==> src/rtl/int_pkg.sv <==
// Shared constants and types for the interrupt controller: bus addresses,
// interrupt bit indices and vector generation.
package int_pkg;

    localparam int NUM_INT = 5;
    localparam int IDX_W   = $clog2(NUM_INT);

    localparam logic [15:0] ADDR_IF = 16'hFF0F;
    localparam logic [15:0] ADDR_IE = 16'hFFFF;

    localparam int INT_VBLANK = 0;
    localparam int INT_STAT   = 1;
    localparam int INT_TIMER  = 2;
    localparam int INT_SERIAL = 3;
    localparam int INT_JOYPAD = 4;

    localparam logic [7:0] VEC_BASE = 8'h40;

    typedef logic [NUM_INT-1:0] int_vec_t;

    // Vectors are spaced 8 bytes apart starting at VEC_BASE.
    function automatic logic [7:0] int_vector(input logic [IDX_W-1:0] k);
        return VEC_BASE + (8'(k) << 3);
    endfunction

endpackage

==> src/rtl/int_prio_enc.sv <==
// Lowest-set-bit priority encoder; bit 0 has the highest priority.
module int_prio_enc
    import int_pkg::*;
(
    input  logic [NUM_INT-1:0] p,
    output logic               valid,
    output logic [IDX_W-1:0]   idx
);

    // Scanning downward lets the lowest set bit overwrite any higher one.
    always_comb begin
        idx = '0;
        for (int i = NUM_INT - 1; i >= 0; i--) begin
            if (p[i]) begin
                idx = IDX_W'(i);
            end
        end
    end

    assign valid = |p;

endmodule

==> src/rtl/int_ctrl.sv <==
// Interrupt controller: captures peripheral request handshakes into IF, holds
// IE, and presents the highest-priority enabled pending interrupt to the CPU.
module int_ctrl
    import int_pkg::*;
(
    input  logic               clk,
    input  logic               rst_n,
    input  logic [15:0]        a,
    input  logic [7:0]         din,
    output logic [7:0]         dout,
    input  logic               rd,
    input  logic               wr,
    input  logic [NUM_INT-1:0] int_req,
    output logic [NUM_INT-1:0] int_ack,
    output logic               cpu_int_pending,
    output logic [7:0]         cpu_int_vector,
    input  logic               cpu_int_dispatch
);

    int_vec_t         if_r;
    int_vec_t         ack_r;
    logic [7:0]       ie_r;
    int_vec_t         capture;
    int_vec_t         pend;
    int_vec_t         clr;
    logic             pend_vld;
    logic [IDX_W-1:0] pend_idx;
    logic             wr_if;
    logic             wr_ie;
    logic             unused_rd;

    // Reads are side-effect free, so the strobe carries no information here.
    assign unused_rd = &{1'b0, rd};

    assign wr_if   = wr && (a == ADDR_IF);
    assign wr_ie   = wr && (a == ADDR_IE);
    assign capture = int_req & ~ack_r;
    assign pend    = if_r & ie_r[NUM_INT-1:0];

    int_prio_enc u_prio (
        .p     (pend),
        .valid (pend_vld),
        .idx   (pend_idx)
    );

    assign clr = (cpu_int_dispatch && pend_vld) ? (int_vec_t'(1) << pend_idx) : '0;

    // Capture is ORed in last so a new request is never lost to a write or dispatch.
    always_ff @(posedge clk or negedge rst_n) begin
        if (!rst_n) begin
            if_r  <= '0;
            ack_r <= '0;
            ie_r  <= 8'h00;
        end else begin
            ack_r <= int_req;
            if (wr_if) begin
                if_r <= din[NUM_INT-1:0] | capture;
            end else begin
                if_r <= (if_r & ~clr) | capture;
            end
            if (wr_ie) begin
                ie_r <= din;
            end
        end
    end

    always_comb begin
        dout = 8'hFF;
        if (a == ADDR_IF) begin
            dout = {{(8 - NUM_INT){1'b1}}, if_r};
        end else if (a == ADDR_IE) begin
            dout = ie_r;
        end
    end

    assign int_ack          = ack_r;
    assign cpu_int_pending  = pend_vld;
    assign cpu_int_vector   = pend_vld ? int_vector(pend_idx) : 8'h00;

endmodule

==> config.mk <==
export PLATFORM = sky130hd
export DESIGN_NAME = int_ctrl
export DESIGN_NICKNAME = d
export VERILOG_FILES = /design/src/rtl/int_pkg.sv /design/src/rtl/int_prio_enc.sv /design/src/rtl/int_ctrl.sv
export SDC_FILE = /design/constraint.sdc
export NUM_CORES = 1
export LEC_CHECK = 0
export CAP_MARGIN = 25
export CORE_ASPECT_RATIO = 1.1
export CORE_MARGIN = 5
export CORE_UTILIZATION = 40
export CTS_BUF_LIST = sky130_fd_sc_hd__clkbuf_8 sky130_fd_sc_hd__clkbuf_16
export DETAILED_ROUTE_END_ITERATION = 10
export GPL_ROUTABILITY_DRIVEN = 0
export HOLD_SLACK_MARGIN = 0.05
export PLACE_DENSITY = 0.84
export SYNTH_ARGS = -nofsm -noshare
export SYNTH_HDL_FRONTEND = slang
export SYNTH_SLANG_ARGS = --single-unit
==> constraint.sdc <==
create_clock -name clk -period 3.25 [get_ports clk]
set_clock_uncertainty 0.15 [all_clocks]
set_input_delay 0.325 -clock clk [delete_from_list [all_inputs] [get_ports clk]]
set_output_delay 0.325 -clock clk [all_outputs]
set_load 0.005 [all_outputs]
==> impl_metrics.ini, run 1 <==
[route]
drc = 0
drt_iter0_drc = 18
viasPerCell = 5.24
vias = 902
wl_um = 2470
wl_per_cell_um = 14.3
ant_nets = 0
first_pass_iters = 4

[min_path]
hold_path_class = reg -> reg
min-delay-start = ie_r[5]
hold-path-endpoint = ie_r[5]
worstHoldPathCells = 1

[setup_path]
worstPathCellList = clkdlybuf4s50_1 > or4_4 > or4_1 > o22a_1 > clkdlybuf4s50_1
crit_top_cell = clkdlybuf4s50_1
start_kind = input pin
r2r-start = ie_r[1]
path_buf_inv = 2
cp_slowest_cell = or4_1
cp.required_ps = 2770
path_max_fanout = 6
critical-path-top-delay-family = simple AND/OR/NAND/NOR gates
rr_endpoint = if_r[3]
cp-end-kind = output port
r2r_setup_slack_ps = 1690
slowest_delay_ps = 630
criticalPathCategory = in -> out
worstPathArrival_ps = 2610
reg2regPathDepth = 4

[synth]
synth_edf_count = 0
yosys-mux-area-fraction_pct = 9.30
ys_ff_latch = 18
syn_avg_cell_area_um2 = 10.5
synth_common_cells = dfrtp_1, nand2_1, mux2_2, inv_1, buf_4
synthFlopType = dfrtp_1
synth_area_leaders = dfrtp_1, mux2_2, buf_4
synthAdderAreaFrac_pct = 0
ys_types = 28
post-synth-top-area-cell = dfrtp_1
postSynthCellCount = 92
netlist_area_um2 = 968
seq_area_frac_synth_pct = 46.5
yosysTopAreaCellShare_pct = 46.5
synth_compound_area_share_pct = 17.7
synth_top_family_by_area = simple AND/OR/NAND/NOR gates
synth_simple_gate_area_share_pct = 18.3
synth_most_common_cell = dfrtp_1
ys.warnings.count = 0
synth_xor_area_share_pct = 0
synth_async_sr_flop_share_pct = 100

[cells_and_area]
drive_above_1_share_pct = 14.1
area.sequential_um2 = 450
n_fill_cell = 189
fin_cells = 172
nets = 178
antenna_cells = 0
multiInputGateArea_um2 = 454
area_delta_synth_final_pct = 56.7

[timing]
fin_ws_ps = 161
totalNegativeSetupSlack_ps = 0
timing.final.crit_share_pct = 95.0
max_clock_freq_ghz = 0.324
setup_viol = 0
period_needed_ps = 3090
maxSlewViolCount = 0
hold_viol = 0
rsz0062_at_grt = false
tightest_slew_ps = 803
hold_ws_ps = 360
slew_headroom_pct = 46.3

[place]
dp_slack_ps = 158
io_buffers = 50
dp_hpwl_um = 2000
placed_cells = 169

[power]
ir_drop_uv = 206
power.total_uw = 436
leakagePower_uw = 0.000625
p_per_area_nw_per_um2 = 287

[global_routing]
grt_pass1_wl_um = 3960
antenna_found_initial = 0
grt.overflow.total = 0
grt_max_degree = 19
grt_pass1_vias = 899
track_usage_pct = 14.8

[clocking]
cts_tree = done
clk_pin_slew_worst_paths_ps = 60
post-cts-setup-buffer-count = 0
clk_latency_ps = 240
h-tree-depth = 1
cts_sinks = 18
cts_hold_buf = 0
cts.repair.resized = 0
cts_made_buffers = 3
ctsRootBufferMaster = clkbuf_8
clockBufferDepth = 2

[job]
maxCapViolCount = 0

[floorplan]
die_area_um2 = 3510
die_h_um = 61.6
coreArea_um2 = 2270
floorplan.initialDensity_pct = 42.6
top_level_ports = 56
die_w_um = 56.9
placement_rows = 18

[outcome]
status = finished, final reports clean
[flip-flops by register name, indices dropped and copies added (netlist names)]
name,cells
if_r,5
int_ack,5
ie_r,8
[worst max path at each step]
stage	slack, ps	startpoint	end	cells after the start
2_1_floorplan	1090	a[4]	dout[0]	4
3_3_place_gp	170	a[4]	dout[0]	5
3_5_place_dp	160	a[4]	dout[0]	5
4_1_cts	150	a[4]	dout[0]	5
5_1_grt	110	a[4]	dout[2]	5
6_report	160	a[4]	dout[2]	5
[cells in the final DEF, fill, tap and decap left out, types with 2 or more instances in the layout]
| cell type | Yosys | layout |
|---|---|---|
| clkbuf_8 | 0 | 3 |
| o22a_1 | 5 | 5 |
| o21ai_0 | 5 | 5 |
| inv_1 | 7 | 7 |
| dfrtp_1 | 18 | 18 |
| conb_1 | 1 | 4 |
| or4_1 | 3 | 3 |
| a221o_1 | 2 | 2 |
| a21oi_1 | 3 | 3 |
| o31ai_1 | 2 | 2 |
| nand2_1 | 9 | 9 |
| mux2_2 | 8 | 8 |
| nand4_1 | 4 | 4 |
| a32oi_1 | 3 | 3 |
| clkdlybuf4s50_1 | 0 | 50 |
| or2_2 | 3 | 3 |
[layout make-up]
type	count	share of cell area [%]
inverters	7	1.73
clock buffers	3	2.72
flip-flops and latches	18	29.7
well taps	30	2.47
repair buffers	51	33.5
multi-input cells	63	29.9
[logic make-up (layout without fill, tap and decap cells)]
logic type	count (synthesis)	in the layout
flops	18	18
compound gates	23	23
mux	8	8
buf+inv	14	61
other cells	1	4
simple gates	28	28
[metal layers]
| metal | GRT usage [%] | share of wire [%] | up-vias |
|---|---|---|---|
| met4 | 8.61 | 1.0 | 0 |
| met1 | 16.5 | 41 | 425 |
| met5 | 0 | 0 | - |
| met2 | 26.9 | 49 | 45 |
| met3 | 2.73 | 9.2 | 2 |
| li1 | - | - | 430 |
[metrics by stage]
step | utilization, % | instance area (um2)
global route | 66.7 | 1520
finish | 66.7 | 1520
floorplan | - | 980
global placement | 64.9 | 1480
detailed placement | 64.9 | 1480
CTS | 66.7 | 1520
[power breakdown]
part           switching [uW]  internal, uW  total [uW]
sequential               1.60           227         229
clock                    63.1          82.0         145
combinational            20.0          42.1        62.1
(Power assumes the default switching activity.)
==> run 2: changes to the inputs <==
--- a/config.mk
+++ b/config.mk
@@ -14,6 +14,7 @@
 export GPL_ROUTABILITY_DRIVEN = 0
 export HOLD_SLACK_MARGIN = 0.05
 export PLACE_DENSITY = 0.84
+export SLEW_MARGIN = 20
 export SYNTH_ARGS = -nofsm -noshare
 export SYNTH_HDL_FRONTEND = slang
 export SYNTH_SLANG_ARGS = --single-unit
==> results of run 2 <==
Final layout, timing and power as in run 1 (identical DEF).
==> run 3: changes to the inputs <==
--- a/config.mk
+++ b/config.mk
@@ -14,6 +14,7 @@
 export GPL_ROUTABILITY_DRIVEN = 0
 export HOLD_SLACK_MARGIN = 0.05
 export PLACE_DENSITY = 0.84
+export REMOVE_ABC_BUFFERS = 1
 export SLEW_MARGIN = 20
 export SYNTH_ARGS = -nofsm -noshare
 export SYNTH_HDL_FRONTEND = slang
==> run 3 against run 2 <==
Compared with the run above:
- flip-flop and latch count unchanged
- global-route usage rose by 1.1 points
- register-to-register slack hardly changed
- combinational power rose by 0.6%
- sequential share of layout area is the same
- non-clock buffer count did not move
- critical path depth grew 1
- cell count is the same
- core utilization did not move
- worst setup slack got worse by 31 ps
- wire length is 5.0% higher
- largest cell class unchanged
- largest power group unchanged
==> impl_metrics.ini, run 3 (synthesis gave the netlist of run 1 again) <==
[outcome]
status = finished, final reports clean

[route]
wl_per_cell_um = 15.1
drc = 0
ant_nets = 0
vias = 910
first_pass_iters = 4
drt_iter0_drc = 12
viasPerCell = 5.29
wl_um = 2590

[clocking]
cts_sinks = 18
cts_made_buffers = 3
post-cts-setup-buffer-count = 0
cts.repair.resized = 0
cts_hold_buf = 0
clk_latency_ps = 250
clk_pin_slew_worst_paths_ps = 60
h-tree-depth = 1
clockBufferDepth = 2
ctsRootBufferMaster = clkbuf_8
cts_tree = done

[power]
p_per_area_nw_per_um2 = 290
ir_drop_uv = 295
leakagePower_uw = 0.000625

[timing]
period_needed_ps = 3120
hold_viol = 0
setup_viol = 0
totalNegativeSetupSlack_ps = 0
slew_headroom_pct = 47.7
tightest_slew_ps = 783
timing.final.crit_share_pct = 96.0
max_clock_freq_ghz = 0.321
rsz0062_at_grt = false
maxSlewViolCount = 0

[cells_and_area]
area_delta_synth_final_pct = 56.7
final_common_cell = clkdlybuf4s50_1
drive_above_1_share_pct = 14.1
antenna_cells = 0
largest_register_ffs = 8
top_register = ie_r
nets = 178
fin_cells = 172
post-route-util_pct = 66.7
layout_common_cells = clkdlybuf4s50_1, dfrtp_1, nand2_1, mux2_2, inv_1

[global_routing]
grt_pass1_wl_um = 4260
grt_max_degree = 19
grt.overflow.total = 0
antenna_found_initial = 0
grt_pass1_vias = 983
track_usage_pct = 15.9

[floorplan]
die_w_um = 56.9
floorplan.initialDensity_pct = 42.6
top_level_ports = 56
placement_rows = 18
die_h_um = 61.6
coreArea_um2 = 2270
die_area_um2 = 3510

[setup_path]
cp.required_ps = 2770
r2r_setup_slack_ps = 1680
reg2regPathDepth = 4
rr_endpoint = if_r[3]
worstPathCellList = clkdlybuf4s50_1 > or4_4 > or4_1 > buf_4 > o22a_1 > clkdlybuf4s50_1
worstPathArrival_ps = 2640
path_max_fanout = 6
cp-end-kind = output port
critical-path-top-delay-family = buffers and inverters
critPathLaunch = a[4]
criticalPathCategory = in -> out
slowest_delay_ps = 550
crit_top_cell = clkdlybuf4s50_1
path_buf_inv = 3
r2r-start = ie_r[1]
cp_slowest_cell = or4_4
start_kind = input pin

[job]
maxCapViolCount = 0

[place]
dp_hpwl_um = 2100
io_buffers = 50
placed_cells = 169

[min_path]
hold-path-endpoint = ie_r[6]
min-delay-start = ie_r[6]
worstHoldPathCells = 1
hold_path_class = reg -> reg
## run 3: cell counts in the layout (fill, tap and decap cells not counted)
No cell type changed its count.
## run 3: layout make-up
| type | count | area [um2] |
|---|---|---|
| fillers | 191 | 757 |
| repair buffers | 51 | 508 |
| multi-input cells | 63 | 454 |
| flip-flops and latches | 18 | 450 |
| clock buffers | 3 | 41.3 |
| well taps | 30 | 37.5 |
| inverters | 7 | 26.3 |
## run 3: through the flow
stage	setup WS, ps	total power [uW]	cell area (um2)	hold slack, ps
5_1_grt	82.5	458	1520	376
3_3_place_gp	178	295	1480	332
3_5_place_dp	135	296	1480	341
2_1_floorplan	1020	241	931	-121
6_report	130	440	1520	352
4_1_cts	130	445	1520	356
## run 3: routing by layer
metal | vias to the layer above | wire [um] | GRT usage (%)
met1 | 426 | 991 | 16.7
met4 | 0 | 85 | 11.3
met2 | 50 | 1270 | 29.4
met3 | 6 | 242 | 2.73
li1 | 428 | - | -
met5 | - | 0 | 0
## run 3: worst max-delay path by stage
| stage | endpoint | slack, ps | cells after the start |
|---|---|---|---|
| floorplan | dout[0] | 1020 | 3 |
| global placement | dout[0] | 180 | 6 |
| detailed placement | dout[0] | 130 | 6 |
| CTS | dout[2] | 130 | 6 |
| global route | dout[2] | 80 | 6 |
| finish | dout[2] | 130 | 6 |
## run 3: power breakdown
| group | total, uW | leakage [uW] | switching, uW | internal [uW] |
|---|---|---|---|---|
| clock network | 148 | 0.0000216 | 65.7 | 82.1 |
| logic | 62.5 | 0.000389 | 20.4 | 42.1 |
| registers | 229 | 0.000214 | 2.04 | 227 |
